$ cat src/rtl/vram_arbiter.sv
// Single-port VRAM arbiter: VDP pixel fetches first, then buffered CPU writes, then one CPU read.
// RAM ports are registered; returned data is routed by a two-stage slot tag.
module vram_arbiter #(
   parameter int FIFO_DEPTH = 4
) (
   input  logic        clk,
   input  logic        reset,
   input  logic [15:0] vdp_addr,
   output logic [7:0]  vdp_data,
   input  logic [15:0] cpu_addr,
   input  logic [7:0]  cpu_wdata,
   input  logic        cpu_we,
   input  logic        cpu_rd,
   output logic        cpu_ready,
   output logic [7:0]  cpu_rdata,
   output logic        cpu_rvalid,
   output logic [15:0] mem_addr,
   output logic [7:0]  mem_wdata,
   output logic        mem_we,
   input  logic [7:0]  mem_rdata
);

   localparam int PTR_W = $clog2(FIFO_DEPTH);
   localparam int CNT_W = PTR_W + 1;
   localparam logic [CNT_W-1:0] FULL_CNT = CNT_W'(FIFO_DEPTH);

   typedef enum logic [1:0] {
      SLOT_IDLE,
      SLOT_VDP,
      SLOT_WR,
      SLOT_RD
   } slot_e;

   typedef struct packed {
      logic [15:0] addr;
      logic [7:0]  data;
   } wr_entry_t;

   wr_entry_t        fifo_mem [FIFO_DEPTH];
   wr_entry_t        head;
   logic [PTR_W-1:0] wr_ptr, rd_ptr;
   logic [CNT_W-1:0] count;
   logic [15:0]      fetch_addr;
   logic             fetch_valid;
   logic             rd_pending;
   logic [15:0]      rd_addr;
   slot_e            slot_sel, slot_q, rdata_slot;
   logic [7:0]       vdp_data_q, cpu_rdata_q;
   logic             push, pop, rd_accept;

   assign head      = fifo_mem[rd_ptr];
   assign cpu_ready = (count != FULL_CNT) && !rd_pending;
   // A simultaneous write+read request is treated as a write only.
   assign push      = cpu_we && cpu_ready;
   assign rd_accept = cpu_rd && !cpu_we && cpu_ready;
   assign pop       = (slot_sel == SLOT_WR);

   // NOTE: every combinational output gets a default first so no path infers a latch.
   always_comb begin
      slot_sel = SLOT_IDLE;
      if (!fetch_valid || (vdp_addr != fetch_addr)) slot_sel = SLOT_VDP;
      else if (count != '0)                         slot_sel = SLOT_WR;
      else if (rd_pending)                          slot_sel = SLOT_RD;
   end

   // NOTE: sequential state uses non-blocking assignments so all registers update together.
   always_ff @(posedge clk or negedge reset) begin
      if (!reset) begin
         mem_addr   <= '0;
         mem_wdata  <= '0;
         mem_we     <= 1'b0;
         slot_q     <= SLOT_IDLE;
         rdata_slot <= SLOT_IDLE;
      end else begin
         mem_we     <= pop;
         slot_q     <= slot_sel;
         rdata_slot <= slot_q;
         case (slot_sel)
            SLOT_VDP: mem_addr <= vdp_addr;
            SLOT_WR: begin
               mem_addr  <= head.addr;
               mem_wdata <= head.data;
            end
            SLOT_RD:  mem_addr <= rd_addr;
            default:  ;
         endcase
      end
   end

   // A write landing on the displayed address invalidates the fetched byte.
   always_ff @(posedge clk or negedge reset) begin
      if (!reset) begin
         fetch_addr  <= '0;
         fetch_valid <= 1'b0;
      end else if (slot_sel == SLOT_VDP) begin
         fetch_addr  <= vdp_addr;
         fetch_valid <= 1'b1;
      end else if (pop && (head.addr == fetch_addr)) begin
         fetch_valid <= 1'b0;
      end
   end

   // NOTE: FIFO storage has no reset; the count alone decides which entries are live.
   always_ff @(posedge clk) begin
      if (push) fifo_mem[wr_ptr] <= '{addr: cpu_addr, data: cpu_wdata};
   end

   always_ff @(posedge clk or negedge reset) begin
      if (!reset) begin
         wr_ptr <= '0;
         rd_ptr <= '0;
         count  <= '0;
      end else begin
         if (push) wr_ptr <= wr_ptr + 1'b1;
         if (pop)  rd_ptr <= rd_ptr + 1'b1;
         case ({push, pop})
            2'b10:   count <= count + 1'b1;
            2'b01:   count <= count - 1'b1;
            default: ;
         endcase
      end
   end

   always_ff @(posedge clk or negedge reset) begin
      if (!reset) begin
         rd_pending <= 1'b0;
         rd_addr    <= '0;
      end else if (rd_accept) begin
         rd_pending <= 1'b1;
         rd_addr    <= cpu_addr;
      end else if (slot_sel == SLOT_RD) begin
         rd_pending <= 1'b0;
      end
   end

   // Returned bytes are shown as soon as the RAM delivers them, then held.
   always_ff @(posedge clk or negedge reset) begin
      if (!reset) begin
         vdp_data_q  <= '0;
         cpu_rdata_q <= '0;
      end else begin
         if (rdata_slot == SLOT_VDP) vdp_data_q  <= mem_rdata;
         if (rdata_slot == SLOT_RD)  cpu_rdata_q <= mem_rdata;
      end
   end

   assign vdp_data   = (rdata_slot == SLOT_VDP) ? mem_rdata : vdp_data_q;
   assign cpu_rvalid = (rdata_slot == SLOT_RD);
   assign cpu_rdata  = cpu_rvalid ? mem_rdata : cpu_rdata_q;

endmodule

$ cat config.mk
export PLATFORM = sky130hd
export DESIGN_NAME = vram_arbiter
export DESIGN_NICKNAME = d
export VERILOG_FILES = /design/src/rtl/vram_arbiter.sv
export SDC_FILE = /design/constraint.sdc
export NUM_CORES = 1
export LEC_CHECK = 0
export CORE_MARGIN = 3
export CORE_UTILIZATION = 25
export CTS_BUF_LIST = sky130_fd_sc_hd__clkbuf_4
export DETAILED_ROUTE_END_ITERATION = 6
export GPL_TIMING_DRIVEN = 0
export PLACE_DENSITY = 0.44
export SYNTH_ARGS = -nofsm -noshare
export SYNTH_HDL_FRONTEND = slang
export SYNTH_SLANG_ARGS = --single-unit
$ cat constraint.sdc
create_clock -name clk -period 3.45 [get_ports clk]
set_clock_uncertainty 0.15 [all_clocks]
set_input_delay 0.5175 -clock clk [delete_from_list [all_inputs] [get_ports clk]]
set_output_delay 0.5175 -clock clk [all_outputs]
set_load 0.02 [all_outputs]
# Yosys cells after proc, flatten, opt, wreduce, memory -nomap -nowiden
# Memory sizes are Yosys's and may differ from the RTL's.
# Index checks and enable logic that the tools add are counted.
# totals
romBits	0
out_inout_bits	43
mem_count	1
latch_bits	0
ff_bits	86
ramBits	96
wordCells	56
in_bits	52
# mem_list
memory	words	word_bits	rd	rd_clocked_by_memory_dff	wr	line_no	rtl
fifo_mem	4	24	1	0	1	39	wr_entry_t fifo_mem [FIFO_DEPTH];
# op_classes
reduce_logical	14
shift	0
n_bitwise	0
n_lt_le_gt_ge	0
n_div	0
mul	0
n_addsub	4
muxes	13
eq_ne	10
# ops
operator	n
case mux 16 bit (3 select lines)	1
equality test 16 bit	1
2-to-1 mux 8 bit	2
inequality test 16 bit	1
equality test 2 bit, second input constant	4
equality test 2 x 1 -> 1 bit, second input constant	3
2-to-1 mux 1 bit	6
2-to-1 mux 2 bit	3
case mux 3 bit (2 select lines)	1
nonzero test 2 bit	3
nonzero test 3 bit	2
logical AND 1 bit	5
adder 2 x 1 -> 2 bit, second input constant	2
adder 3 x 1 -> 3 bit, second input constant	1
zero test 1 bit	3
inequality test 3 bit, second input constant	1
subtractor 3 x 1 -> 3 bit, second input constant	1
logical OR 1 bit	1

# Logic depth before layout (Yosys ltp)
# logic_depth
word_depth	7
depth_mapped	10

# Worst setup path after synthesis
# Ideal clock, no wire load.
# synth_path
kind	in2reg
from	in vdp_addr[6]
to	reg count[1]
cell_stages	8
setup_ns	0.125
setup_slack_ns	0.672
n_path_buf	0
arrival_ns	2.503
cell_sequence	xnor2_1 nand2_1 or2_2 nor4_1 and2_1 ha_1 fa_1 mux2_2
# synth_via
elab_chain_len	6
elab_cells_between_ends	8
cone_classes	4 x eq/ne; 2 x mux; 2 x reduce/logical
# synth_rtl
item	line_no	rtl
start, declared	8	input logic [15:0] vdp_addr,
inequality test 16 bit *	61	if (!fetch_valid || (vdp_addr != fetch_addr)) slot_sel = SLOT_VDP;
logical OR 1 bit *	61	
2-to-1 mux 2 bit *	61	
equality test 2 bit *	56	assign pop = (slot_sel == SLOT_WR);
via pop	49	logic push, pop, rd_accept;
equality test 2 x 1 -> 1 bit or equality test 2 bit (tied branches)	116	case ({push, pop})
case mux 3 bit (2 select lines) or nonzero test 2 bit (tied branches)	-	
end signal, assigned	117	2'b10: count <= count + 1'b1;
end signal, assigned	118	2'b01: count <= count - 1'b1;
end, declared	42	logic [CNT_W-1:0] count;
# Mark *: on every way through the listed nets, which the timed path passes. The rest lies on a longest branch.
# A chain may end at the register's enable or synchronous reset.

# Worst setup path in the final report
# layout_path
from	in vdp_addr[13]
to	reg count[1]
# The elaborated chain is that of the path after synthesis.

==> reports/qor.csv <==
metric,value,unit
status,completed,
Hold WS,0.217,ns
critical path endpoint,count[1],
grt ovf,0,
CTS max path bufs,2,
Worst Tran Pin Value,0.839,ns
clock sinks,182,
Fin Setup TNS,0,ns
TritonRoute pass-1 iters,4,
Syn-to-layout area delta,24.1,%
# rows,62,
Total Wirelength,18.0,mm
top routing layer in use,met4,
num ports,95,
sequential power share,55.4,%
register area share after synthesis,68.3,%
worst r2r dst,count[1],
CP Data Required Time,3.76,ns
nature of the critical path endpoint,register,
CTS tree,done,
Total GRT Usage,11.9,%
CP max FO,4,
DRC errors left,0,
"most common cell after layout, fill and taps aside",edfxtp_1,
Cell Int Power,3.35,mW
dpl hpwl,12.1,mm
Root Buffer Master,clkbuf_4,
worst relative slew slack,44.1,%
syn_area_per_cell,17.1,sq um
Fillers,2886,
reg2reg start,fetch_addr[13],
Worst Setup Start Kind,primary input,
postcts setup bufs,0,
Final Cycle Share,94.2,%
Leakage,3.37,nW
die footprint,0.0316,sq mm
Yosys reg bits,182,
Met1 Routed Length,7.88,mm
largest net degree at the start of global routing,47,
Routed met3 length,873,um
MaxCap Viol Count,0,
final hold violation count,0,
Switching Fraction,29.0,%
total CTS buffers,17,
FMAX,0.308,GHz
CTS clock-pin slew for the worst setup and hold paths,0.15,ns
Pwr per Cell Area,516,mW/mm^2
crit path DAT,3.56,ns
Die H,178,um
Post-Syn Nets,489,
global-route wire length before repair,27.3,mm
clock group share of total power,27.1,%
yosys warns,0,
vias in the first global route,4467,
Core Area,0.0289,sq mm
Starting Density,25.6,%
met2 WL post-DR,9.03,mm
critical path launch point,vdp_addr[13],
"setup slack, reg-to-reg",0.24,ns
Chip Width,178,um
Via Count,3980,
crit path kind,primary input to register,
RSZ-0062 raised after global routing,false,
worst-skew pair later-pin latency,0.57,ns
H-Tree Depth,4,
initial antenna violation count,0,
Routed WL per cell,19.1,um
PostCTS Resize Cnt,0,
maximum vdd ir drop,0.215,mV
Register-to-Register Path Depth,8,
Final Max Tran Viols,0,
"Cell Area, Synth",0.00737,sq mm
Syn Inst Count,431,
minimum clock period,3.25,ns
# port buffers,94,
antenna-violating nets left,0,
Min-Delay Path Class,register to register,
DR iter-0 viols,152,
post-synth cell types,38,
switching power total,1.37,mW
ant diodes,0,
Final #Nets,604,
Final GP Congestion,0.732,
Comb power frac,17.6,%
final-report setup violation count,0,
Vias per Instance,4.22,
share of cells above drive strength 1,22.9,%
most frequent cells in the layout,"edfxtp_1 (96), clkdlybuf4s50_1 (93), dfrtp_1 (86)",
## power groups by stage
stage	logic [mW]	registers [mW]	clock network, mW
finish	0.829	2.61	1.28
global route	0.927	2.64	1.43
global placement	0.815	2.65	0
floorplan	0.490	2.64	0
detailed placement	0.850	2.66	0
CTS	0.855	2.61	1.34
## layout make-up
class | instances | area [sq um] | share of cell area (%)
clock inverters | 14 | 185 | 2.02
flip-flops and latches | 182 | 5030 | 55.0
clock buffers | 18 | 135 | 1.48
multi-input cells | 214 | 2180 | 23.9
well taps | 384 | 480 | 5.25
repair buffers | 96 | 968 | 10.6
inverters | 4 | 15.0 | 0.164
plain buffers | 31 | 150 | 1.64
## cell usage after synthesis (all sizes together)
cell type,n,area (sq um)
xor2,6,52.6
mux4,24,541
nor4,3,25.0
and3,4,25.0
and3b,1,8.76
nor2b,1,6.26
or3,1,6.26
nor3,1,5.00
a21o,1,7.51
o21ai,13,65.1
dfrtp,86,2150
inv,4,15.0
nand4,7,43.8
nor2,7,26.3
o21a,1,7.51
nor4b,1,23.8
fa,1,20.0
nand3,3,20.0
a21oi,5,25.0
xnor2,32,280
mux2i,16,160
edfxtp,96,2880
buf,11,75.1
mux2,57,653
ha,5,62.6
and4,1,8.76
and2,2,12.5
or2,1,6.26
clkbuf,20,75.1
nand2,20,82.6
## cells by family after synthesis
group / Yosys count / share of synthesized area, %
buffers and inverters: 35 / 2.24
adders and majority gates: 6 / 1.12
xor gates and xnor gates: 38 / 4.51
muxes: 97 / 18.4
DFF: 182 / 68.3
AOI/OAI and AO/OA: 20 / 1.43
and+or+nand+nor: 53 / 4.07
## how the worst min path moves through the flow
stage | startpoint | end | depth (start not counted) | slack, ns
finish | slot_q[0] | rdata_slot[0] | 0 | 0.22
global route | slot_q[0] | rdata_slot[0] | 0 | 0.22
CTS | slot_q[1] | rdata_slot[1] | 0 | 0.22
detailed placement | slot_q[0] | rdata_slot[0] | 0 | 0.19
global placement | slot_q[1] | rdata_slot[1] | 0 | 0.19
floorplan | reset | count[0] | 0 | 0.07
## critical path, cell delays in order
cell and delay [ns]:
clkdlybuf4s50_1 0.47, xnor2_1 0.30, nand2_1 0.15, or2_2 0.32
nor4_1 0.64, and2_1 0.25, ha_1 0.22, fa_1 0.43
mux2_2 0.27
## per-layer routing
| layer | global-route usage, % | vias to the layer above |
|---|---|---|
| met5 | 0 | - |
| met4 | 2.65 | 0 |
| met3 | 3.55 | 12 |
| met2 | 20.4 | 94 |
| met1 | 14.8 | 2061 |
| li1 | - | 1813 |
## flip-flops by register name, summed over array words and instances (netlist names)
| register | cells |
|---|---|
| rd_ptr | 2 |
| wr_ptr | 2 |
| rdata_slot | 2 |
| fetch_valid | 1 |
| count | 3 |
| mem_addr | 16 |
| mem_we | 1 |
| fifo_mem | 96 |
| fetch_addr | 16 |
| slot_q | 2 |
| vdp_data_q | 8 |
| rd_addr | 16 |
| cpu_rdata_q | 8 |
| mem_wdata | 8 |
| rd_pending | 1 |
## metrics by stage
stage	utilization [%]	instance area [sq um]	power, mW	setup slack [ns]	std cells
after detailed placement	30.6	8820	3.51	-0.396	910
after global placement	30.5	8800	3.46	-1.79	909
final	31.7	9150	4.72	0.199	943
after floorplan	-	7370	3.13	0.672	431
after CTS	31.7	9150	4.81	0.209	943
after global routing	31.7	9150	4.99	0.0525	943
## timing repair
item | in CTS | in global routing
hold buffers | 1 | 0
endpoints found under the setup margin | 0 | 0
hold endpoints to repair | 45 | 0
Power figures use the tool's default switching activity.
